## src/rtl/fetch_unit_pkg.sv

```systemverilog
`default_nettype none
// ============================================================================
// Module      : fetch_unit_pkg
// Description : Shared types for the instruction fetch stage.
//               - word_t        : 32-bit machine word (pc and instruction)
//               - base_opcode_t : RV32 base opcodes (instr[6:0])
//               - fetch_entry_t : one queue entry {pc, instr[, is_control]}
//               - is_control_op : predecode helper (branch/jal/jalr/system)
//               - asm_*         : tiny assemblers used to build bench stimulus
//               Optional macro FETCH_PREDECODE_EN adds is_control to entries.
// Revision    : 1.0 - initial release
// ============================================================================
package fetch_unit_pkg;

    typedef logic [31:0] word_t;

    typedef enum logic [6:0] {
        OPCODE_LOAD   = 7'b0000011,
        OPCODE_OP_IMM = 7'b0010011,
        OPCODE_AUIPC  = 7'b0010111,
        OPCODE_STORE  = 7'b0100011,
        OPCODE_OP     = 7'b0110011,
        OPCODE_LUI    = 7'b0110111,
        OPCODE_BRANCH = 7'b1100011,
        OPCODE_JALR   = 7'b1100111,
        OPCODE_JAL    = 7'b1101111,
        OPCODE_SYSTEM = 7'b1110011
    } base_opcode_t;

    typedef struct packed {
        word_t pc;
        word_t instr;
`ifdef FETCH_PREDECODE_EN
        logic  is_control;
`endif
    } fetch_entry_t;

    // True for opcodes that can change control flow.
    function automatic logic is_control_op(input logic [6:0] opcode);
        case (opcode)
            OPCODE_BRANCH, OPCODE_JAL, OPCODE_JALR, OPCODE_SYSTEM: return 1'b1;
            default:                                               return 1'b0;
        endcase
    endfunction

    // addi rd, rs1, imm
    function automatic word_t asm_addi(input logic [4:0] rd, input logic [4:0] rs1,
                                       input logic [11:0] imm);
        return {imm, rs1, 3'b000, rd, OPCODE_OP_IMM};
    endfunction

    // add rd, rs1, rs2
    function automatic word_t asm_add(input logic [4:0] rd, input logic [4:0] rs1,
                                      input logic [4:0] rs2);
        return {7'b0000000, rs2, rs1, 3'b000, rd, OPCODE_OP};
    endfunction

    // beq rs1, rs2, offset ; imm_12_1 holds byte-offset bits [12:1]
    // (bit 0 of a branch offset is always zero).
    function automatic word_t asm_beq(input logic [4:0] rs1, input logic [4:0] rs2,
                                      input logic [12:1] imm_12_1);
        return {imm_12_1[12], imm_12_1[10:5], rs2, rs1, 3'b000,
                imm_12_1[4:1], imm_12_1[11], OPCODE_BRANCH};
    endfunction

endpackage : fetch_unit_pkg
`default_nettype wire

```

## src/rtl/fetch_unit_instruction_queue.sv

```systemverilog
`default_nettype none
// ============================================================================
// Module      : instruction_queue
// Description : Parametric FIFO of fetch_entry_t feeding the decoder.
//               Flush has priority over push and pop; the head is read
//               combinationally, so a pop coinciding with a flush still
//               hands the current head to the consumer.
// Ports       : clk, reset (async, active-low)
//               i_push/i_entry : write one entry
//               i_pop          : consume head (ignored when empty)
//               i_flush        : empty the queue
//               o_head         : head entry
//               o_count        : number of valid entries
// Revision    : 1.0 - initial release
// ============================================================================
module instruction_queue
    import fetch_unit_pkg::*;
#(
    parameter int DEPTH = 2
) (
    input  logic                     clk,
    input  logic                     reset,
    input  logic                     i_push,
    input  fetch_entry_t             i_entry,
    input  logic                     i_pop,
    input  logic                     i_flush,
    output fetch_entry_t             o_head,
    output logic [$clog2(DEPTH):0]   o_count
);

    localparam int                 c_PTR_W = $clog2(DEPTH);
    localparam logic [c_PTR_W:0]   c_FULL  = (c_PTR_W + 1)'(DEPTH);

    fetch_entry_t         r_mem [DEPTH];
    logic [c_PTR_W-1:0]   r_rd_ptr;
    logic [c_PTR_W-1:0]   r_wr_ptr;
    logic [c_PTR_W:0]     r_count;

    logic                 w_do_push;
    logic                 w_do_pop;

    assign w_do_push = i_push & ~i_flush;
    assign w_do_pop  = i_pop & ~i_flush & (r_count != '0);

    // DEPTH is a power of two, so pointer overflow is the modulo wrap.
    always_ff @(posedge clk or negedge reset) begin
        if (!reset) begin
            r_rd_ptr <= '0;
            r_wr_ptr <= '0;
            r_count  <= '0;
            for (int i = 0; i < DEPTH; i++) begin
                r_mem[i] <= '0;
            end
        end else if (i_flush) begin
            r_rd_ptr <= '0;
            r_wr_ptr <= '0;
            r_count  <= '0;
        end else begin
            if (w_do_push) begin
                r_mem[r_wr_ptr] <= i_entry;
                r_wr_ptr        <= r_wr_ptr + 1'b1;
            end
            if (w_do_pop) begin
                r_rd_ptr <= r_rd_ptr + 1'b1;
            end
            case ({w_do_push, w_do_pop})
                2'b10:   r_count <= r_count + 1'b1;
                2'b01:   r_count <= r_count - 1'b1;
                default: r_count <= r_count;
            endcase
        end
    end

    assign o_head  = r_mem[r_rd_ptr];
    assign o_count = r_count;

    // The producer only requests while there is room, so a push into a full
    // queue means the fetch side lost track of occupancy.
    a_no_overflow : assert property (@(posedge clk) disable iff (!reset)
                                     !(w_do_push && (r_count == c_FULL)));

endmodule : instruction_queue
`default_nettype wire

```

## src/rtl/fetch_unit.sv

```systemverilog
`default_nettype none
// ============================================================================
// Module      : fetch_unit
// Description : Instruction fetch stage. Issues word reads on the instruction
//               bus, buffers {pc, instr} in instruction_queue and presents the
//               head to decode over valid/ready. Redirects flush the queue;
//               a request left pending by a redirect is completed in DISCARD
//               and its data dropped.
//               Optional macro FETCH_PREDECODE_EN adds out_is_control.
// Ports       : clk, reset (async, active-low)
//               redirect_valid/redirect_pc        : restart fetch
//               mem_valid/mem_address/mem_ready/mem_rdata : instruction bus
//               out_valid/out_ready/out_pc/out_instr      : decode handshake
//               out_is_control (FETCH_PREDECODE_EN only)
// Revision    : 1.0 - initial release
// ============================================================================
module fetch_unit
    import fetch_unit_pkg::*;
#(
    parameter word_t RESET_PC    = 32'h0000_0000,
    parameter int    QUEUE_DEPTH = 2
) (
    input  logic        clk,
    input  logic        reset,
    input  logic        redirect_valid,
    input  logic [31:0] redirect_pc,
    output logic        mem_valid,
    output logic [31:0] mem_address,
    input  logic        mem_ready,
    input  logic [31:0] mem_rdata,
    output logic        out_valid,
    input  logic        out_ready,
    output logic [31:0] out_pc,
    output logic [31:0] out_instr
`ifdef FETCH_PREDECODE_EN
    ,
    output logic        out_is_control
`endif
);

    localparam int                c_CNT_W    = $clog2(QUEUE_DEPTH) + 1;
    localparam logic [c_CNT_W-1:0] c_FULL    = c_CNT_W'(QUEUE_DEPTH);
    localparam word_t             c_RESET_PC = {RESET_PC[31:2], 2'b00};

    typedef enum logic [1:0] {
        IDLE    = 2'd0,
        FETCH   = 2'd1,
        DISCARD = 2'd2
    } fetch_state_t;

    fetch_state_t          r_state;
    word_t                 r_fetch_pc;
    word_t                 r_orphan_addr;

    word_t                 w_redirect_pc;
    logic [1:0]            w_unused_redirect_lsbs;
    logic [c_CNT_W-1:0]    w_count;
    logic                  w_push;
    logic                  w_pop;
    fetch_entry_t          w_push_entry;
    fetch_entry_t          w_head;

    assign w_redirect_pc          = {redirect_pc[31:2], 2'b00};
    assign w_unused_redirect_lsbs = redirect_pc[1:0];

    // Bus request depends only on registered state. Occupancy can only grow
    // through an accepted request, so a raised request cannot drop before
    // mem_ready.
    assign mem_valid   = (r_state == DISCARD) ||
                         ((r_state == FETCH) && (w_count < c_FULL));
    assign mem_address = (r_state == DISCARD) ? r_orphan_addr : r_fetch_pc;

    // -------------------------------------------------------------------------
    // Fetch control
    // -------------------------------------------------------------------------
    always_ff @(posedge clk or negedge reset) begin
        if (!reset) begin
            r_state       <= IDLE;
            r_fetch_pc    <= c_RESET_PC;
            r_orphan_addr <= '0;
        end else begin
            case (r_state)
                IDLE: begin
                    r_state <= FETCH;
                    if (redirect_valid) begin
                        r_fetch_pc <= w_redirect_pc;
                    end
                end
                FETCH: begin
                    if (redirect_valid) begin
                        r_fetch_pc <= w_redirect_pc;
                        // A request already on the bus must be held until
                        // accepted; its data belongs to the old stream.
                        if (mem_valid && !mem_ready) begin
                            r_orphan_addr <= r_fetch_pc;
                            r_state       <= DISCARD;
                        end
                    end else if (mem_valid && mem_ready) begin
                        r_fetch_pc <= r_fetch_pc + 32'd4;
                    end
                end
                DISCARD: begin
                    if (redirect_valid) begin
                        r_fetch_pc <= w_redirect_pc;
                    end
                    // Once the orphan is answered there is nothing left to
                    // wait for, even if a new redirect arrives in that cycle.
                    if (mem_ready) begin
                        r_state <= FETCH;
                    end
                end
                default: r_state <= IDLE;
            endcase
        end
    end

    // -------------------------------------------------------------------------
    // Queue interface
    // -------------------------------------------------------------------------
    assign w_push = (r_state == FETCH) && mem_valid && mem_ready && !redirect_valid;
    assign w_pop  = out_valid && out_ready;

    always_comb begin
        w_push_entry       = '0;
        w_push_entry.pc    = r_fetch_pc;
        w_push_entry.instr = mem_rdata;
`ifdef FETCH_PREDECODE_EN
        w_push_entry.is_control = is_control_op(mem_rdata[6:0]);
`endif
    end

    instruction_queue #(
        .DEPTH   (QUEUE_DEPTH)
    ) u_queue (
        .clk     (clk),
        .reset   (reset),
        .i_push  (w_push),
        .i_entry (w_push_entry),
        .i_pop   (w_pop),
        .i_flush (redirect_valid),
        .o_head  (w_head),
        .o_count (w_count)
    );

    assign out_valid = (w_count != '0);
    assign out_pc    = w_head.pc;
    assign out_instr = w_head.instr;
`ifdef FETCH_PREDECODE_EN
    assign out_is_control = out_valid & w_head.is_control;
`endif

endmodule : fetch_unit
`default_nettype wire

```

## config.mk

```make
export PLATFORM = sky130hd
export DESIGN_NAME = fetch_unit
export DESIGN_NICKNAME = d
export VERILOG_FILES = /design/src/rtl/fetch_unit_pkg.sv /design/src/rtl/fetch_unit_instruction_queue.sv /design/src/rtl/fetch_unit.sv
export SDC_FILE = /design/constraint.sdc
export NUM_CORES = 1
export LEC_CHECK = 0
export CORE_MARGIN = 2
export CORE_UTILIZATION = 35
export DETAILED_ROUTE_END_ITERATION = 8
export PLACE_DENSITY = 0.55
export SLEW_MARGIN = 5
export SYNTH_ARGS = -nofsm -noshare
export SYNTH_HDL_FRONTEND = slang
export SYNTH_SLANG_ARGS = --single-unit
export TNS_END_PERCENT = 100
```

## constraint.sdc

```tcl
create_clock -name clk -period 2.7 [get_ports clk]
set_input_delay 0.27 -clock clk [delete_from_list [all_inputs] [get_ports clk]]
set_output_delay 0.27 -clock clk [all_outputs]
set_load 0.01 [all_outputs]
```

== After elaboration in Yosys (flattened, before gate mapping) ==
Cells that the tools add are included.

* Flip-flop bits (word level): 198
* Output and inout port bits: 98

* Equal/unequal tests: 9
* Multiplexer cells: 21
* Bitwise operators: 6
* Add/subtract/negate cells: 5
* Reduce and logical (&&, ||, !) cells: 22
* $lt $le $gt $ge: 4

{| class="wikitable"
|+ Operator list
! cell !! count
|-
| $mux 64 || 4
|-
| $bwmux 128 || 1
|-
| $mux 32 || 4
|-
| $demux 64 s1 || 1
|-
| $pmux 32 s2 || 1
|-
| $add 32x3->32 const B || 1
|-
| $reduce_and 3->1 || 3
|-
| $logic_and 1x1->1 || 8
|-
| $mux 2 || 4
|-
| $reduce_bool 2->1 || 4
|-
| $pmux 2 s3 || 1
|-
| $eq 2x1->1 const B || 2
|-
| $eq 2x2->1 const B || 2
|-
| $ge 2x2->1 const B || 2
|-
| $mux 1 || 4
|-
| $ne 2x1->1 const B || 2
|-
| $ne 2x2->1 const B || 2
|-
| $not 1->2 || 2
|-
| $pmux 2 s2 || 1
|-
| $and 1x1->1 || 3
|-
| $ne 3x2->1 const B || 1
|-
| $reduce_bool 3->1 || 1
|-
| $add 1x1->1 const B || 2
|-
| $add 2x1->2 const B || 1
|-
| 9 further kinds || 10
|}

== Depth between registers and ports, before layout ==
Gate-level depths: netlist (run 1).

* Depth after elaboration: 10
* Mapped depth: 7

== Cells and area by module ==
Synthesis (run 1) repeated with hierarchy kept, for this count alone.

* Cell total of the unflattened synthesis: 755
* Area, all modules: 9894.5 sq um

{| class="wikitable"
|+ Modules (own cells, without submodules)
! module !! times used !! area an instance (sq um) !! seq. area each (sq um) !! cells each
|-
| instruction_queue || 1 || 6052.1 || 3303.2 || 362
|-
| fetch_unit || 1 || 3842.4 || 1551.5 || 393
|}

== Worst setup path after synthesis (run 1) ==
Ideal clock, no wire load.

* Path kind: reg2reg
* From: register u_queue.r_count[1], in the netlist u_queue.o_count[1]
* To: register u_queue.r_mem[101] (netlist bit)
* Path buffers: 2
* Arrival time: 1688 ps
* Library setup time: 125 ps
* Cell stages (with the launch flop): 8
* Setup slack: 887 ps
* Required time: 2575 ps
* Cell sequence: dfrtp_1 and3b_1 o21a_1 buf_4 nand2_4 nor2_8 buf_12 mux2_4

* Cells in the longest elaborated chain, start to end: 8

{| class="wikitable"
|+ Ends and longest elaborated chain
! element !! RTL line !! text
|-
| from (decl) || fetch_unit_instruction_queue.sv:37 || <nowiki>logic [c_PTR_W:0] r_count;</nowiki>
|-
| from (signal assigned) || fetch_unit_instruction_queue.sv:67 || <nowiki>2'b10: r_count <= r_count + 1'b1;</nowiki>
|-
| from (signal assigned) || fetch_unit_instruction_queue.sv:68 || <nowiki>2'b01: r_count <= r_count - 1'b1;</nowiki>
|-
| from (signal assigned) || fetch_unit_instruction_queue.sv:69 || <nowiki>default: r_count <= r_count;</nowiki>
|-
| $lt 2x2->1 || fetch_unit.sv:70 || <nowiki>((r_state == FETCH) && (w_count < c_FULL));</nowiki>
|-
| $logic_and 1x1->1 || fetch_unit.sv:70 ||
|-
| $logic_or 1x1->1 || fetch_unit.sv:69 || <nowiki>assign mem_valid = (r_state == DISCARD) ||</nowiki>
|-
| $logic_and 1x1->1 (3 in series) || fetch_unit.sv:120 || <nowiki>assign w_push = (r_state == FETCH) && mem_valid && mem_ready && !redirect_valid;</nowiki>
|-
| $and 1x1->1 || fetch_unit_instruction_queue.sv:42 || <nowiki>assign w_do_push = i_push & ~i_flush;</nowiki>
|-
| $reduce_and 2->1 (no line) || - ||
|-
| to (signal, indexed assignment) || fetch_unit_instruction_queue.sv:60 || <nowiki>r_mem[r_wr_ptr] <= i_entry;</nowiki>
|-
| to (decl) || fetch_unit_instruction_queue.sv:34 || <nowiki>fetch_entry_t r_mem [DEPTH];</nowiki>
|}

Every way passes these cells.
A chain may end at the register's enable or synchronous reset.

== Final worst setup path (run 1) ==
* From: register r_state[0]
* To: output mem_address[24]

* Cells in the longest elaborated chain, start to end: 2

{| class="wikitable"
|+ Ends and longest elaborated chain
! element !! RTL line !! text
|-
| from (decl) || fetch_unit.sv:51 || <nowiki>fetch_state_t r_state;</nowiki>
|-
| from (signal assigned) || fetch_unit.sv:78 || <nowiki>r_state <= IDLE;</nowiki>
|-
| from (signal assigned) || fetch_unit.sv:84 || <nowiki>r_state <= FETCH;</nowiki>
|-
| from (signal assigned) || fetch_unit.sv:96 || <nowiki>r_state <= DISCARD;</nowiki>
|-
| $eq 2x2->1 || fetch_unit.sv:71 || <nowiki>assign mem_address = (r_state == DISCARD) ? r_orphan_addr : r_fetch_pc;</nowiki>
|-
| $mux 32 || fetch_unit.sv:71 ||
|-
| to (decl) || fetch_unit.sv:28 || <nowiki>output logic [31:0] mem_address,</nowiki>
|}

Every way passes these cells.

==> out/results.ini, run 1 <==
[grt]
track_usage_pct = 16.63
grt_max_degree = 75
grt_pass1_vias = 6473
grt_pass1_wl_um = 37070
grt_antenna_before_repair = 1
grt.overflow.total = 0

[die]
die_area_um2 = 28390
die_h_um = 168.5
design.core.area_um2 = 26730
start_util_pct = 35.44
die_w_um = 168.5
row_count = 60
ioPinCount = 167

[worst_setup_path]
critPathLaunchType = register
cp_top_family = buffers and inverters
r2r-start = r_fetch_pc[3]
crit_start = r_state[0]
crit_arrival_ns = 2.10
critPathKind = register to primary output
path_buf_inv = 2
crit_path_cell_trace = nand2b_1 > buf_4 > nand2_1 > nand2_1 > clkdlybuf4s50_1
crit_required_ns = 2.43
cp_max_fo = 19
crit_slowest_cell = clkdlybuf4s50_1
crit_top_cell = nand2_1
end_kind = primary output
slowest_delay_ns = 0.54

[timing]
fin_setup_tns_ns = 0
hold_violations = 0
rsz0062_at_grt = no
worst_pin_slew_ns = 0.6603
fmax_mhz = 421.3
max_slew_margin_pct = 55.98
hold_ws_ns = 0.4118
final.setup.worst_slack_ns = 0.3261
setup_viol = 0
slew_violations = 0
fin_crit_ns = 2.374
timing.final.crit_share_pct = 87.92
skew_ns = 0.01326

[clock_network]
clk_latency_ns = 0.44
hold_buffers = 1
cts_resized = 0
cts_max_path_buffers = 2
htreeDepth = 4
cts_setup_buffers = 0
clkTransAtPathRegs_ns = 0.08
cts-root-buf = clkbuf_16
cts_tree = built
clock_sinks = 190
cts_buffers = 17

[synth]
synth.avg_cell_area_um2 = 12.21
ys.flop_type = dfrtp_1
synth_most_common_cell = dfrtp_1
synth.cell_area_um2 = 9472
synth_cell_type_count = 60
yosysSeqAreaShare_pct = 50.20
ys_top_cells_by_area = dfrtp_1 50%, mux2_2 17%, mux2_4 9.5%, nand2_1 4.6%, a21oi_1 1.9%
synthTopCellsByCount = 190 x dfrtp_1, 142 x mux2_2, 116 x nand2_1
yosysWarnings = 0
synth_edf_count = 0
netlist.area_leader.share_pct = 50.20
synth-async-reset-ratio_pct = 100.0
yosys.area.top_type = dfrtp_1
syn_inst = 776
synth.ff_latch_count = 190

[power]
p_per_area_nw_per_um2 = 1010
vdd_ir_drop_max_v = 0.0004822
p_total_mw = 12.13
p_leak_nw = 5.065

[final_layout]
regArea_um2 = 4756
area_delta_synth_final_pct = 26.79
drive_gt1_share_pct = 29.61
fill_cells = 2459
multiInputGateArea_um2 = 4335
fin_cells = 1274
finalNetCount = 989

[hold_path]
hold_class = input pin to async pin

[drt]
wire_per_inst_um = 18.10
antenna_left = 0
drt_iter0_drc = 292
drt_wl_total_um = 23060
drc = 0
dr.pass1.iters = 4
vias_per_cell = 4.979
vias = 6343

[placement]
numPortBuffers = 160
pre_cts_ws_ns = 0.3240
dp_hpwl_um = 15160
gp_congestion = 0.7641
dp_cells = 1240

[run]
maxCapViolCount = 0

[run_status]
status = complete, no violations

[metrics by stage]
stage	cell area [um^2]	utilization [%]
2_1_floorplan	9483	-
3_3_place_gp	11380	42.59
3_5_place_dp	11380	42.59
4_1_cts	12010	44.93
5_1_grt	12010	44.93
6_report	12010	44.93
[metal layers]
| metal | vias up | part of all wire, % | global-route usage (%) |
|---|---|---|---|
| li1 | 3012 | - | - |
| met1 | 3160 | 49 | 23.70 |
| met2 | 157 | 46 | 26.19 |
| met3 | 14 | 4.1 | 3.343 |
| met4 | 0 | 0.72 | 3.823 |
| met5 | - | 0 | 0 |
[cells in the final DEF, fill, tap and decap left out, types with 3 or more instances in the layout]
cell / netlist / layout
clkbuf_8: 0 / 4
nand2_1: 116 / 116
inv_1: 3 / 3
a2bb2oi_1: 3 / 3
nand2b_1: 4 / 4
clkdlybuf4s50_1: 0 / 159
and4_1: 5 / 5
a311oi_1: 5 / 5
o22ai_1: 8 / 8
mux2_4: 60 / 60
nor2_1: 29 / 29
o21ai_0: 13 / 13
clkbuf_16: 0 / 17
nor3b_1: 4 / 4
a211oi_1: 6 / 6
conb_1: 1 / 4
buf_4: 8 / 17
nor2b_1: 5 / 3
nand3_1: 13 / 13
nand4_1: 3 / 3
and3_1: 5 / 5
mux2_1: 14 / 14
buf_12: 6 / 6
mux2_2: 142 / 142
and2_1: 3 / 3
a21oi_1: 36 / 36
dfrtp_1: 190 / 189
o22a_1: 6 / 6
a31oi_1: 3 / 3
inv_6: 0 / 6
[sequential cells by signal, indices dropped and copies added (netlist names)]
signal / cells
u_queue.r_wr_ptr: 1
u_queue.o_count: 2
r_fetch_pc: 30
u_queue.r_mem: 124
r_state: 2
u_queue.r_rd_ptr: 1
r_orphan_addr: 30
[path summary, 6_finish.rpt]
| path | end | slack, ns | depth (start not counted) |
|---|---|---|---|
| worst max-delay path | mem_address[24] | 0.33 | 5 |
| min in group clk | r_fetch_pc[4] | 0.46 | 3 |
| worst min-delay path | u_queue.r_mem[70] | 0.41 | 2 |
| max in group asynchronous | u_queue.r_mem[21] | 1.52 | 3 |
| worst max register to register | r_fetch_pc[26] | 0.57 | 6 |
| worst min register to register | u_queue.r_mem[1] | 0.49 | 1 |
[power by group]
group	switching, mW	leakage, nW	internal [mW]	total, mW
Combinational	1.65	2.54	2.87	4.52
Sequential	0.854	2.22	4.09	4.95
Clock	1.18	0.304	1.48	2.66
[cell type report]
type | instances | area share, %
diodes | 1 | 0.02084
clock buffers | 21 | 3.917
clock inverters | 11 | 1.198
inverters | 3 | 0.09377
multi-input cells | 523 | 36.10
flip-flops and latches | 190 | 39.60
well taps | 341 | 3.553
repair buffers | 184 | 15.51
[cell families after synthesis]
kind of cell,after synthesis,synth area share (%)
buffers and inverters,66,4.307
AND/OR/NAND/NOR,206,10.55
adder cells (fa/ha/maj),1,0.1321
AO/OA/AOI/OAI,92,6.314
XOR/XNOR,2,0.1850
other,1,0.03959
multiplexers,218,28.27
flip-flops,190,50.20
(Power assumes the default switching activity.)
==> inputs of run 2 (changes only) <==
GPL_ROUTABILITY_DRIVEN = 0   (was default)
==> results of run 2 <==
Final layout, timing and power as in run 1 (identical DEF).
